--- src/rtl/vip_bch_types_pkg.sv ---
// Shared types for the BCH LFSR encoder.
//   MAX_PARITY_DEFAULT : default maximum parity length r (bits)
//   LEN_WIDTH_DEFAULT  : default width of the message-length field
//   bch_state_e        : encoder FSM states (idle, message, parity)
//   bch_cfg_t          : per-codeword configuration (k, r, gen) captured at codeword start
// The struct is sized from the defaults, so the top-level parameters must not exceed them.
package vip_bch_types_pkg;

    localparam int unsigned MAX_PARITY_DEFAULT = 64;
    localparam int unsigned LEN_WIDTH_DEFAULT  = 16;

    typedef enum logic [1:0] {
        StIdle = 2'd0,
        StMsg  = 2'd1,
        StPar  = 2'd2
    } bch_state_e;

    typedef struct packed {
        logic [LEN_WIDTH_DEFAULT-1:0]  k;
        logic [7:0]                    r;
        logic [MAX_PARITY_DEFAULT-1:0] gen;
    } bch_cfg_t;

endpackage

--- src/rtl/bch_lfsr_div.sv ---
// Polynomial-division LFSR of the systematic BCH encoder.
//   clk, rst_n : clock, asynchronous active-low reset (clears the register)
//   clr        : start from an all-zero register (combined with shift for the first bit)
//   shift      : advance one step; fb = din ^ lfsr[r-1], lfsr = (lfsr << 1) ^ (fb ? gen : 0)
//   din        : input bit (message bit, or lfsr[r-1] to get a plain zero-fill shift)
//   gen        : generator coefficients g0..g(r-1), g(r)=1 implied
//   r          : active register length; bits at r and above are kept zero
//   lfsr       : current register contents
module bch_lfsr_div #(
    parameter int unsigned WIDTH_P = 64
) (
    input  logic               clk,
    input  logic               rst_n,
    input  logic               clr,
    input  logic               shift,
    input  logic               din,
    input  logic [WIDTH_P-1:0] gen,
    input  logic [7:0]         r,
    output logic [WIDTH_P-1:0] lfsr
);

    localparam int unsigned IdxW = (WIDTH_P > 1) ? $clog2(WIDTH_P) : 1;

    logic [WIDTH_P-1:0] lfsr_q, lfsr_d, base, mask;
    logic [IdxW-1:0]    msb_idx;
    logic               fb;

    assign msb_idx = IdxW'(r - 8'd1);
    // Shifting by r >= WIDTH_P yields zero, so the mask saturates to all ones.
    assign mask    = ~({WIDTH_P{1'b1}} << r);

    always_comb begin
        base   = clr ? '0 : lfsr_q;
        fb     = din ^ base[msb_idx];
        lfsr_d = lfsr_q;
        if (shift) begin
            lfsr_d = ((base << 1) ^ (fb ? gen : '0)) & mask;
        end else if (clr) begin
            lfsr_d = '0;
        end
    end

    always_ff @(posedge clk or negedge rst_n) begin
        if (!rst_n) begin
            lfsr_q <= '0;
        end else begin
            lfsr_q <= lfsr_d;
        end
    end

    assign lfsr = lfsr_q;

endmodule

--- src/rtl/bch_lfsr_encoder.sv ---
// Systematic bit-serial BCH encoder: k message bits pass through unchanged, followed by the
// r parity bits of m(x)*x^r mod g(x), MSB first, with out_last on the final parity bit.
//   clk, rst_n           : clock, asynchronous active-low reset
//   cfg_k, cfg_r, cfg_gen: message length, parity length, generator g0..g(r-1)
//   cfg_err              : current configuration is illegal (blocks codeword start)
//   in_valid/in_ready/in_data             : message bit stream, MSB first
//   out_valid/out_ready/out_data/out_last : codeword bit stream
//   busy                 : FSM not idle
//   cw_count             : completed-codeword counter, only with BCH_ENC_STATS_EN defined
module bch_lfsr_encoder
    import vip_bch_types_pkg::*;
#(
    parameter int unsigned MAX_PARITY_P = MAX_PARITY_DEFAULT,
    parameter int unsigned LEN_WIDTH_P  = LEN_WIDTH_DEFAULT
) (
    input  logic                    clk,
    input  logic                    rst_n,
    input  logic [LEN_WIDTH_P-1:0]  cfg_k,
    input  logic [7:0]              cfg_r,
    input  logic [MAX_PARITY_P-1:0] cfg_gen,
    output logic                    cfg_err,
    input  logic                    in_valid,
    output logic                    in_ready,
    input  logic                    in_data,
    output logic                    out_valid,
    input  logic                    out_ready,
    output logic                    out_data,
    output logic                    out_last,
`ifdef BCH_ENC_STATS_EN
    output logic [31:0]             cw_count,
`endif
    output logic                    busy
);

    localparam int unsigned IdxW = (MAX_PARITY_P > 1) ? $clog2(MAX_PARITY_P) : 1;

    bch_state_e state_q, state_d;
    bch_cfg_t   cfg_q, cfg_d;

    logic [LEN_WIDTH_P-1:0]  cnt_q, cnt_d, cnt_inc;
    logic                    out_valid_q, out_valid_d;
    logic                    out_data_q, out_data_d;
    logic                    out_last_q, out_last_d;
    logic                    out_free, in_ready_c, in_acc;
    logic                    last_msg, last_par, k_is_one, par_bit;
    logic                    lfsr_clr, lfsr_shift, lfsr_din;
    logic [MAX_PARITY_P-1:0] lfsr, lfsr_gen;
    logic [7:0]              lfsr_r;
    logic [IdxW-1:0]         msb_idx;
    logic [LEN_WIDTH_P+8:0]  len_sum;

    // Illegal configuration: empty message/parity, parity too long, or n overflows the field.
    assign len_sum = {9'b0, cfg_k} + {{(LEN_WIDTH_P + 1){1'b0}}, cfg_r};
    assign cfg_err = (cfg_k == '0) || (cfg_r == 8'd0) || (32'(cfg_r) > MAX_PARITY_P) ||
                     (|len_sum[LEN_WIDTH_P+8:LEN_WIDTH_P]);

    assign out_free = !out_valid_q || out_ready;
    assign in_acc   = in_valid && in_ready;
    assign cnt_inc  = cnt_q + 1'b1;
    assign k_is_one = (cfg_k == LEN_WIDTH_P'(1));
    assign last_msg = (cnt_inc == cfg_q.k);
    assign last_par = (cnt_inc == LEN_WIDTH_P'(cfg_q.r));
    assign msb_idx  = IdxW'(cfg_q.r - 8'd1);
    assign par_bit  = lfsr[msb_idx];

    // The first message bit is divided before cfg is latched, so it uses the live inputs.
    assign lfsr_gen = (state_q == StIdle) ? cfg_gen : cfg_q.gen;
    assign lfsr_r   = (state_q == StIdle) ? cfg_r : cfg_q.r;

    // State register.
    always_ff @(posedge clk or negedge rst_n) begin
        if (!rst_n) begin
            state_q <= StIdle;
        end else begin
            state_q <= state_d;
        end
    end

    // Next-state logic.
    always_comb begin
        state_d = state_q;
        unique case (state_q)
            StIdle:  if (in_acc) state_d = k_is_one ? StPar : StMsg;
            StMsg:   if (in_acc && last_msg) state_d = StPar;
            StPar:   if (out_free && last_par) state_d = StIdle;
            default: state_d = StIdle;
        endcase
    end

    // Outputs and datapath next-state.
    always_comb begin
        in_ready_c  = 1'b0;
        cnt_d       = cnt_q;
        cfg_d       = cfg_q;
        out_valid_d = out_valid_q && !out_ready;
        out_data_d  = out_data_q;
        out_last_d  = out_last_q && !out_ready;
        lfsr_clr    = 1'b0;
        lfsr_shift  = 1'b0;
        lfsr_din    = in_data;
        unique case (state_q)
            StIdle: begin
                in_ready_c = out_free && !cfg_err;
                if (in_acc) begin
                    cfg_d       = '{k: cfg_k, r: cfg_r, gen: cfg_gen};
                    cnt_d       = k_is_one ? '0 : LEN_WIDTH_P'(1);
                    lfsr_clr    = 1'b1;
                    lfsr_shift  = 1'b1;
                    out_valid_d = 1'b1;
                    out_data_d  = in_data;
                    out_last_d  = 1'b0;
                end
            end
            StMsg: begin
                in_ready_c = out_free;
                if (in_acc) begin
                    cnt_d       = last_msg ? '0 : cnt_inc;
                    lfsr_shift  = 1'b1;
                    out_valid_d = 1'b1;
                    out_data_d  = in_data;
                    out_last_d  = 1'b0;
                end
            end
            StPar: begin
                if (out_free) begin
                    cnt_d       = last_par ? '0 : cnt_inc;
                    lfsr_shift  = 1'b1;
                    // Feeding the MSB back cancels the feedback term: plain zero-fill shift.
                    lfsr_din    = par_bit;
                    out_valid_d = 1'b1;
                    out_data_d  = par_bit;
                    out_last_d  = last_par;
                end
            end
            default: ;
        endcase
    end

    always_ff @(posedge clk or negedge rst_n) begin
        if (!rst_n) begin
            cfg_q       <= '0;
            cnt_q       <= '0;
            out_valid_q <= 1'b0;
            out_data_q  <= 1'b0;
            out_last_q  <= 1'b0;
        end else begin
            cfg_q       <= cfg_d;
            cnt_q       <= cnt_d;
            out_valid_q <= out_valid_d;
            out_data_q  <= out_data_d;
            out_last_q  <= out_last_d;
        end
    end

    bch_lfsr_div #(
        .WIDTH_P(MAX_PARITY_P)
    ) u_lfsr_div (
        .clk  (clk),
        .rst_n(rst_n),
        .clr  (lfsr_clr),
        .shift(lfsr_shift),
        .din  (lfsr_din),
        .gen  (lfsr_gen),
        .r    (lfsr_r),
        .lfsr (lfsr)
    );

`ifdef BCH_ENC_STATS_EN
    logic [31:0] cw_count_q;

    always_ff @(posedge clk or negedge rst_n) begin
        if (!rst_n) begin
            cw_count_q <= '0;
        end else if (out_valid_q && out_last_q && out_ready) begin
            cw_count_q <= cw_count_q + 32'd1;
        end
    end

    assign cw_count = cw_count_q;
`endif

    // in_ready is forced low while reset is asserted.
    assign in_ready  = rst_n && in_ready_c;
    assign out_valid = out_valid_q;
    assign out_data  = out_data_q;
    assign out_last  = out_last_q;
    assign busy      = (state_q != StIdle);

endmodule

--- config.mk ---
export PLATFORM = sky130hd
export DESIGN_NAME = bch_lfsr_encoder
export DESIGN_NICKNAME = d
export VERILOG_FILES = /design/src/rtl/vip_bch_types_pkg.sv /design/src/rtl/bch_lfsr_div.sv /design/src/rtl/bch_lfsr_encoder.sv
export SDC_FILE = /design/constraint.sdc
export NUM_CORES = 1
export LEC_CHECK = 0
export CAP_MARGIN = 30
export CORE_MARGIN = 3
export CORE_UTILIZATION = 55
export CTS_BUF_LIST = sky130_fd_sc_hd__clkbuf_4 sky130_fd_sc_hd__clkbuf_8
export CTS_CLUSTER_DIAMETER = 100
export DETAILED_ROUTE_END_ITERATION = 6
export HOLD_SLACK_MARGIN = 0.05
export PLACE_DENSITY = 0.8
export SLEW_MARGIN = 15
export SYNTH_ARGS = -nofsm -noshare
export SYNTH_HDL_FRONTEND = slang
export SYNTH_SLANG_ARGS = --single-unit
--- constraint.sdc ---
create_clock -name clk -period 6.2 [get_ports clk]
set_input_delay 0.93 -clock clk [delete_from_list [all_inputs] [get_ports clk]]
set_output_delay 0.93 -clock clk [all_outputs]
set_load 0.05 [all_outputs]
== Yosys cells after proc, flatten, opt, wreduce, memory -nomap -nowiden ==
Index checks and enable logic that the tools add are counted.

* Memory bits (writable): 0
* Input port bits: 93
* Output and inout bits: 6
* ROM bits: 0
* Flip-flop bits (word level): 173
* Memories: 0
* Latch bits: 0
* Word-level logic and storage cells: 95

* Magnitude comparators: 3
* Shift-type cells: 1
* Mux-type cells: 37
* Multipliers: 0
* Div/mod/pow operators: 0
* Add/sub/neg operators: 4
* Equal/unequal tests: 11
* Reductions and logical operators: 26
* Bitwise logic cells: 4

{| class="wikitable"
|+ Operator list
! kind !! count
|-
| $mux W64 || 4
|-
| $mux W16 || 5
|-
| $and A64 B64 Y64 || 1
|-
| $not A64 Y64 || 1
|-
| $shl A64 B8 Y64 const A || 1
|-
| $xor A64 B64 Y64 || 1
|-
| $pmux W16 S3 || 1
|-
| $add A16 B8 Y17 || 1
|-
| $add A16 B1 Y16 const B || 1
|-
| $eq A16 B1 Y1 const B || 1
|-
| $eq A16 B16 Y1 || 1
|-
| $eq A16 B8 Y1 || 1
|-
| $logic_not A16 Y1 || 1
|-
| $lt A6 B7 Y1 const B || 2
|-
| $mux W1 || 14
|-
| $bmux W1 S6 || 2
|-
| $sub A6 B1 Y6 const B || 2
|-
| $ne A2 B2 Y1 const B || 5
|-
| $pmux W1 S2 || 5
|-
| $reduce_or A9 Y1 || 1
|-
| $gt A8 B7 Y1 const B || 1
|-
| $logic_not A8 Y1 || 1
|-
| $mux W2 || 4
|-
| $mux W8 || 1
|-
| other kinds (15) || 28
|}

== Depth between registers and ports, before layout ==
Gate-level depths: netlist of run 1.

* Depth in word-level cells: 19
* Mapped depth: 22
* Gate-level depth less buffers: 15

== Modules after synthesis ==
From an unflattened synthesis of run 1, not the netlist that was laid out.

* Cell total of the unflattened synthesis: 1492
* Area total of the unflattened synthesis: 13759.4 um^2

{| class="wikitable"
|+ Modules (own cells, without submodules)
! module !! area each (um^2) !! instances !! cells each
|-
| bch_lfsr_encoder || 7146.9 || 1 || 633
|-
| bch_lfsr_div || 6612.6 || 1 || 859
|}

== Worst setup path before layout of run 1 ==
OpenSTA, ideal clock, no wires.

* Path kind: flip-flop to flip-flop
* Start: register state_q[1]
* End: register u_lfsr_div.lfsr_q[59], in the netlist u_lfsr_div.lfsr[59]
* Clock period less this slack: 4.794 ns
* Arrival: 4.716 ns
* Setup time: 0.077 ns
* Slack: 1.406 ns
* Stages on the path, launching flop included: 23
* Cells stage by stage: dfrtp_1 inv_1 ha_1 buf_2 buf_1 buf_1 nand2_1 o21ai_0 inv_1 ha_1 buf_1 clkbuf_1 mux4_2 o21ai_0 nand3_1 nand4_1 mux2_2 or2_2 buf_2 clkbuf_1 a311oi_1 o211ai_1 a21oi_1

* Cells in the longest elaborated chain, start to end: 14
* Elaborated cells between the ends (all ways): 24

{| class="wikitable"
|+ Ends and longest elaborated chain
! what !! line !! text
|-
| start, declared || bch_lfsr_encoder.sv:37 || <nowiki>bch_state_e state_q, state_d;</nowiki>
|-
| start signal, assigned || bch_lfsr_encoder.sv:73 || <nowiki>state_q <= StIdle;</nowiki>
|-
| start signal, assigned || bch_lfsr_encoder.sv:75 || <nowiki>state_q <= state_d;</nowiki>
|-
| $eq A2 B1 Y1 or $logic_not A2 Y1 (tied branches) || bch_lfsr_encoder.sv:101, bch_lfsr_encoder.sv:67, bch_lfsr_encoder.sv:68 ||
|-
| $pmux W1 S2 || bch_lfsr_encoder.sv:101 || <nowiki>unique case (state_q)</nowiki>
|-
| $logic_and A1 B1 Y1 || bch_lfsr_encoder.sv:183 || <nowiki>assign in_ready = rst_n && in_ready_c;</nowiki>
|-
| $logic_and A1 B1 Y1 || bch_lfsr_encoder.sv:58 || <nowiki>assign in_acc = in_valid && in_ready;</nowiki>
|-
| $mux W1 || bch_lfsr_encoder.sv:104, bch_lfsr_encoder.sv:116 ||
|-
| $mux W1 || bch_lfsr_encoder.sv:101 ||
|-
| $mux W64 || bch_lfsr_div.sv:33 || <nowiki>base = clr ? '0 : lfsr_q;</nowiki>
|-
| $bmux W1 S6 || bch_lfsr_div.sv:34 || <nowiki>fb = din ^ base[msb_idx];</nowiki>
|-
| $mux W1 (implied by the code) || bch_lfsr_div.sv:34 ||
|-
| $xor A1 B1 Y1 || bch_lfsr_div.sv:34 ||
|-
| $mux W64 || bch_lfsr_div.sv:37 || <nowiki>lfsr_d = ((base << 1) ^ (fb ? gen : '0)) & mask;</nowiki>
|-
| $xor A64 B64 Y64 || bch_lfsr_div.sv:37 ||
|-
| $and A64 B64 Y64 || bch_lfsr_div.sv:37 ||
|-
| $mux W64 (*) || bch_lfsr_div.sv:36 || <nowiki>if (shift) begin</nowiki>
|-
| named net u_lfsr_div.lfsr_d[59] || bch_lfsr_div.sv:24 || <nowiki>logic [WIDTH_P-1:0] lfsr_q, lfsr_d, base, mask;</nowiki>
|-
| end signal, assigned || bch_lfsr_div.sv:47 || <nowiki>lfsr_q <= lfsr_d;</nowiki>
|-
| end, declared || bch_lfsr_div.sv:24 ||
|}

Mark *: on every way through the listed nets, which the timed path passes. The rest lies on a longest branch. The select of a mux whose other input is x is not followed.
A chain may end at the register's enable or synchronous reset.

== Final worst setup path of run 1 ==
* Start: input cfg_r[1]
* End: register u_lfsr_div.lfsr_q[55], in the netlist u_lfsr_div.lfsr[55]

* Cells in the longest elaborated chain, start to end: 19
* Elaborated cells between the ends (all ways): 27

{| class="wikitable"
|+ Ends and longest elaborated chain
! what !! line !! text
|-
| start, declared || bch_lfsr_encoder.sv:19 || <nowiki>input logic [7:0] cfg_r,</nowiki>
|-
| branches (longest 18 deep; another with $add A16 B8 Y17) || n/a ||
|-
| $mux W64 (*) || bch_lfsr_div.sv:36 ||
|-
| named net u_lfsr_div.lfsr_d[55] || bch_lfsr_div.sv:24 ||
|}

Mark *: on every way through the listed nets, which the timed path passes. The select of a mux whose other input is x is not followed.

==> flow_summary.yaml, run 1 <==
yosys:
  synth_warnings: 0
  synth-edff-count: 0
  synthCells: 1674
  yosysSeqAreaShare_pct: 32.2
  synth_area_leaders: "dfrtp_1 32%, nand2_1 11%, mux4_2 5.4%"
  syn-num-nets: 1781
  synth_top_area_share_pct: 32.2
  ys_ff_latch: 173
  synth_area_um2: 13400
  yosys-top-cells-count: "378 x nand2_1, 173 x dfrtp_1, 103 x clkbuf_1"
  synth.largest_area_cell: "dfrtp_1"
  ys_types: 79
  synth_ff_type: "dfrtp_1"
  avgSynthCellArea_um2: 8.03
  async_flop_share_pct: 100
  synth_most_common_cell: "nand2_1"
setup_path:
  path_max_fanout: 27
  required_ps: 6570
  setup.worst_path.start: "cfg_r[1]"
  r2r_start: "state_q[0]"
  worstSetupEndpointType: "flop"
  rrSetupSlack_ps: 1290
  slowest_delay_ps: 590
  critPathKind: "input port to flop"
  start_kind: "input port"
  cp-endpoint: "u_lfsr_div.lfsr[55]"
  worstRegToRegCells: 17
  timing.rr.end: "u_lfsr_div.lfsr[55]"
  slowest_stage: "clkdlybuf4s50_1"
  critical-path-top-cell-by-count: "buf_4"
  cp_cell_sequence: "clkdlybuf4s50_1 -> nand2_1 -> o21ai_0 -> inv_1 -> ha_1 -> buf_4 -> mux4_2 -> nand3_1 -> nand3_1 -> nand4_1 -> mux2_2 -> or3_1 -> buf_4 -> nand2_1 -> buf_4 -> a41oi_1 -> a32o_1"
  arrival_ps: 5420
drt:
  dr.pass1.iters: 7
  vias: 14000
  drc: 11
  routedWlPerCell_um: 23.3
  drtIter0Drc: 1976
  via_per_inst: 6.93
  drt_wl_total_um: 47200
  ant_nets: 0
final_layout:
  multi_input_area_um2: 8500
  finish.utilization_pct: 63.6
  insertedDiodeCount: 0
  area_growth_pct: 12.5
  nNetsFinal: 1803
  drive_gt1_share_pct: 8.96
  regArea_um2: 4330
  fin_cells: 2026
  fill_cells: 2007
  final_area_um2: 15100
sta:
  maxSlewHeadroom_pct: 39.3
  hold_viol: 0
  fmaxAchievable_mhz: 198
  fin_crit_sh_pct: 81.4
  rsz0062_at_grt: "no"
  min_period_ps: 5050
  setup_ws_ps: 1150
  clock_skew_ps: 26.1
  setup_violations: 0
  finalSetupTns_ps: 0
  report.final.slew_viol_count: 0
  tightest_slew_ps: 885
run_status:
  failed_checks: "DRC"
  outcome: "finished, violations left"
clock_tree:
  cts_buffer_depth: 2
  cts-htree-levels: 4
  cts-root-buf: "clkbuf_8"
  hold_buffers: 0
  cts_buffers: 17
  cts.sinks: 173
  cts_resized: 0
  clk_latency_ps: 480
  clk_pin_slew_ps: 110
  postCtsSetupRepairBufs: 0
  cts_tree: "built"
grt:
  overflow: 0
  track_usage_pct: 35.3
  grt_pass1_wl_um: 73700
  grt_pass1_vias: 13200
  grt_antenna_before_repair: 0
  grt_max_degree: 158
die:
  dieArea_um2: 26300
  start_util_pct: 56.6
  rows: 56
  die_w_um: 162
  die_h_um: 162
  ios: 99
  core_area_um2: 23800
worst_hold_path:
  hp-class: "input port to async pin"
power_and_ir_drop:
  vdd_drop_max_mv: 0.636
  p_per_area_nw_per_um2: 619
  power.leakage_nw: 6.38
placement:
  place_inst: 1994
  place_area_um2: 14700
  gp_congestion: 1.03
  portBuffers: 98
  place_ws_ps: 806
  dpl.hpwl_um: 31800
run:
  maxCapViolCount: 0
metal layers:
| metal | GRT usage (%) | part of all wire [%] |
|---|---|---|
| met1 | 48.5 | 41 |
| met2 | 53.8 | 45 |
| met3 | 7.68 | 10 |
| met4 | 15.5 | 4.2 |
| met5 | 0 | 0 |
logic make-up after synthesis:
family,after synthesis,synth area share [%]
DFF,173,32.2
xor gates and xnor gates,40,3.48
and+or+nand+nor,730,24.8
AOI/OAI and AO/OA,478,24.7
muxes,75,8.70
buffers and inverters,164,4.81
adders and majority gates,14,1.30
state kept, by name, indices dropped and copies added, names as in the netlist:
register / cells
cnt_q: 16
cfg_q: 88
out_last: 1
state_q: 2
out_valid: 1
out_data: 1
u_lfsr_div.lfsr: 64
area by class of cell:
cell class,instances,share of cell area [%]
Clock buffer,17,1.55
Clock inverter,13,1.19
Inverter,25,0.621
Multi-Input combinational cell,1337,56.3
Sequential cell,173,28.6
Tap cell,319,2.64
Timing Repair Buffer,142,9.10
worst max-delay path: cells and delay by family:
| family | cells | cell delay [ps] |
|---|---|---|
| buffers and inverters | 5 | 1730 |
| muxes | 2 | 610 |
| adders and majority gates | 1 | 590 |
| AOI/OAI and AO/OA | 3 | 640 |
| and+or+nand+nor | 6 | 890 |
how the worst min path moves through the flow:
| stage | start | to |
|---|---|---|
| after global routing | rst_n | cfg_q[83] |
| after floorplan | cfg_q[10] | cfg_q[10] |
| after global placement | cfg_q[50] | cfg_q[50] |
| after detailed placement | cfg_q[2] | cfg_q[2] |
| after CTS | rst_n | cnt_q[14] |
| final | rst_n | cnt_q[15] |
per-stage QoR:
| step | hold WS [ps] | power, mW |
|---|---|---|
| 2_1_floorplan | 438 | 6.21 |
| 3_3_place_gp | 449 | 8.04 |
| 3_5_place_dp | 455 | 8.20 |
| 4_1_cts | 341 | 9.11 |
| 5_1_grt | 350 | 9.88 |
| 6_report | 329 | 9.36 |
power by group:
| group | internal, mW | switching [mW] | total [mW] |
|---|---|---|---|
| combinational | 2.23 | 4.25 | 6.48 |
| sequential | 1.52 | 0.469 | 1.98 |
| clock | 0.406 | 0.488 | 0.895 |
layout by cell type (no fill, tap or decap), types with 23 or more instances in the layout:
| cell | instances |
|---|---|
| dfrtp_1 | 173 |
| mux2i_1 | 29 |
| nand2_1 | 377 |
| and3_1 | 28 |
| or3_1 | 30 |
| nand3_1 | 71 |
| o41ai_1 | 23 |
| a21oi_1 | 100 |
| buf_4 | 37 |
| o21ai_0 | 101 |
| mux4_2 | 32 |
| clkdlybuf4s50_1 | 97 |
| nor4_1 | 27 |
| xnor2_1 | 23 |
| nor2_1 | 93 |
Power figures use the tool's default switching activity.
==> inputs of run 2 (changes only) <==
--- a/config.mk
+++ b/config.mk
@@ -12,7 +12,7 @@
 export CTS_CLUSTER_DIAMETER = 100
 export DETAILED_ROUTE_END_ITERATION = 6
 export HOLD_SLACK_MARGIN = 0.05
-export PLACE_DENSITY = 0.8
+export PLACE_DENSITY = 0.83
 export SLEW_MARGIN = 15
 export SYNTH_ARGS = -nofsm -noshare
 export SYNTH_HDL_FRONTEND = slang
==> constraint.sdc (replaced) <==
create_clock -name clk -period 4.4 [get_ports clk]
set_input_delay 0.66 -clock clk [delete_from_list [all_inputs] [get_ports clk]]
set_output_delay 0.66 -clock clk [all_outputs]
set_load 0.05 [all_outputs]
==> flow_summary.yaml, run 2 (synthesis results as in run 1) <==
sta:
  min_period_ps: 4210
  hold_viol: 0
  tightest_slew_ps: 970
  setup_ws_ps: 186
  finalSetupTns_ps: 0
  fmaxAchievable_mhz: 237
  clock_skew_ps: 19.9
  setup_violations: 0
  maxSlewHeadroom_pct: 34.8
  report.final.slew_viol_count: 0
  rsz0062_at_grt: "no"
  fin_crit_sh_pct: 95.8
die:
  die_h_um: 162
  start_util_pct: 56.6
  core_area_um2: 23800
  ios: 99
  dieArea_um2: 26300
  rows: 56
  die_w_um: 162
placement:
  portBuffers: 98
  place_inst: 2035
  gp_congestion: 1.02
  place_ws_ps: -141
  dpl.hpwl_um: 33700
grt:
  grt_max_degree: 156
  grt_antenna_before_repair: 0
  grt_pass1_vias: 13500
  track_usage_pct: 36.4
  grt_pass1_wl_um: 75300
  overflow: 0
setup_path:
  timing.rr.end: "u_lfsr_div.lfsr[44]"
  arrival_ps: 4650
  required_ps: 4840
  cp_cell_sequence: "inv_1 -> ha_4 -> nand2_1 -> o21ai_1 -> inv_1 -> ha_1 -> buf_4 -> mux4_2 -> o21ai_0 -> nand3_1 -> nand4_1 -> mux2_2 -> o21a_1 -> nor2_2 -> buf_12 -> a2111oi_0 -> a311o_1"
  critPathKind: "flop to flop"
  r2r_start: "state_q[1]"
  path_max_fanout: 31
  rrSetupSlack_ps: 190
  slowest_stage: "mux4_2"
  slowest_delay_ps: 550
  worstSetupEndpointType: "flop"
  critical-path-top-cell-by-count: "inv_1"
  start_kind: "flop"
  worstRegToRegCells: 17
final_layout:
  layout_common_cells: "377 x nand2_1, 173 x dfrtp_1, 100 x a21oi_1, 100 x o21ai_0, 96 x clkdlybuf4s50_1"
  nNetsFinal: 1844
  insertedDiodeCount: 0
  final_common_cell: "nand2_1"
  fill_cells: 1953
  regArea_um2: 4330
  fin_cells: 2069
  regMostFlops: "cfg_q"
  drive_gt1_share_pct: 11.3
  largest_reg_flops: 88
  finish.utilization_pct: 65.1
  multi_input_area_um2: 8530
  area_growth_pct: 15.2
power_and_ir_drop:
  power.leakage_nw: 6.61
  vdd_drop_max_mv: 0.815
  p_per_area_nw_per_um2: 891
  total_power_mw: 13.8
drt:
  drtIter0Drc: 2126
  drc: 0
  drt_wl_total_um: 48500
  dr.pass1.iters: 6
  via_per_inst: 6.96
  ant_nets: 0
  vias: 14400
  routedWlPerCell_um: 23.5
worst_hold_path:
  hp-class: "flop to flop"
  min_delay_worst_endpoint: "cfg_q[46]"
  hold-path-cell-count: 2
  hold_start: "cfg_q[46]"
run:
  maxCapViolCount: 0
clock_tree:
  postCtsSetupRepairBufs: 0
  clk_latency_ps: 500
  cts_buffer_depth: 2
  cts_buffers: 17
  cts_tree: "built"
  clk_pin_slew_ps: 120
  cts-root-buf: "clkbuf_8"
  cts.sinks: 173
  cts-htree-levels: 4
run_status:
  outcome: "complete, no violations"
run 2: cell types whose count changed in the layout (fill, tap and decap cells not counted), sizes merged:
cell           before  now
buf                45   86
clkinv              3    6
inv                30   33
bufinv              3    1
clkinvlp            2    0
clkdlybuf4s50      97   96
dlygate4sd3         0    1
run 2: how the worst max path moves through the flow:
| stage | start | endpoint | slack (ps) |
|---|---|---|---|
| floorplan | state_q[1] | u_lfsr_div.lfsr[59] | 50 |
| global placement | cfg_r[1] | u_lfsr_div.lfsr[53] | 40 |
| detailed placement | cfg_q[64] | u_lfsr_div.lfsr[44] | -140 |
| CTS | cfg_q[64] | u_lfsr_div.lfsr[44] | 70 |
| global route | cfg_q[65] | u_lfsr_div.lfsr[37] | 10 |
| finish | state_q[1] | u_lfsr_div.lfsr[44] | 190 |
run 2: cell type report:
type                            instances  share of cell area [%]
Sequential cell                       173                    28.0
Clock buffer                           17                    1.51
Multi-Input combinational cell       1337                    55.1
Timing Repair Buffer                  183                    11.0
Inverter                               25                   0.606
Clock inverter                         15                    1.20
Tap cell                              319                    2.58
run 2: where the power goes:
| part | leakage (nW) | switching, mW | total [mW] | internal, mW |
|---|---|---|---|---|
| Clock | 0.215 | 0.761 | 1.25 | 0.490 |
| Sequential | 2.27 | 0.601 | 2.74 | 2.14 |
| Combinational | 4.12 | 6.23 | 9.81 | 3.57 |
run 2: critical path, delay by kind of cell (launching register included):
family	cells	cell delay, ps
AOI/OAI and AO/OA	5	1260
adders and majority gates	2	620
buffers and inverters	4	690
DFF	1	440
muxes	2	810
and+or+nand+nor	4	350
run 2: layer usage:
metal,global-route usage [%],routed length (um),vias up,part of all wire (%)
li1,-,-,6355,-
met1,50.4,19000,6802,39
met2,54.5,21200,1030,44
met3,8.80,5870,212,12
met4,16.0,2420,0,5.0
met5,0,0,-,0
run 2: repair_timing:
action / CTS / global route
gates resized for setup: 1 / 3
endpoints found under the setup margin: 9 / 38
endpoints found under the hold margin: 19 / 0
hold buffers: 1 / 0
run 2: stage by stage:
stage                     hold slack [ps]  cell area [um2]
after detailed placement              454            15000
after global routing                  503            15500
after floorplan                       364            13400
after CTS                             484            15500
after global placement                451            15000
final                                 482            15500
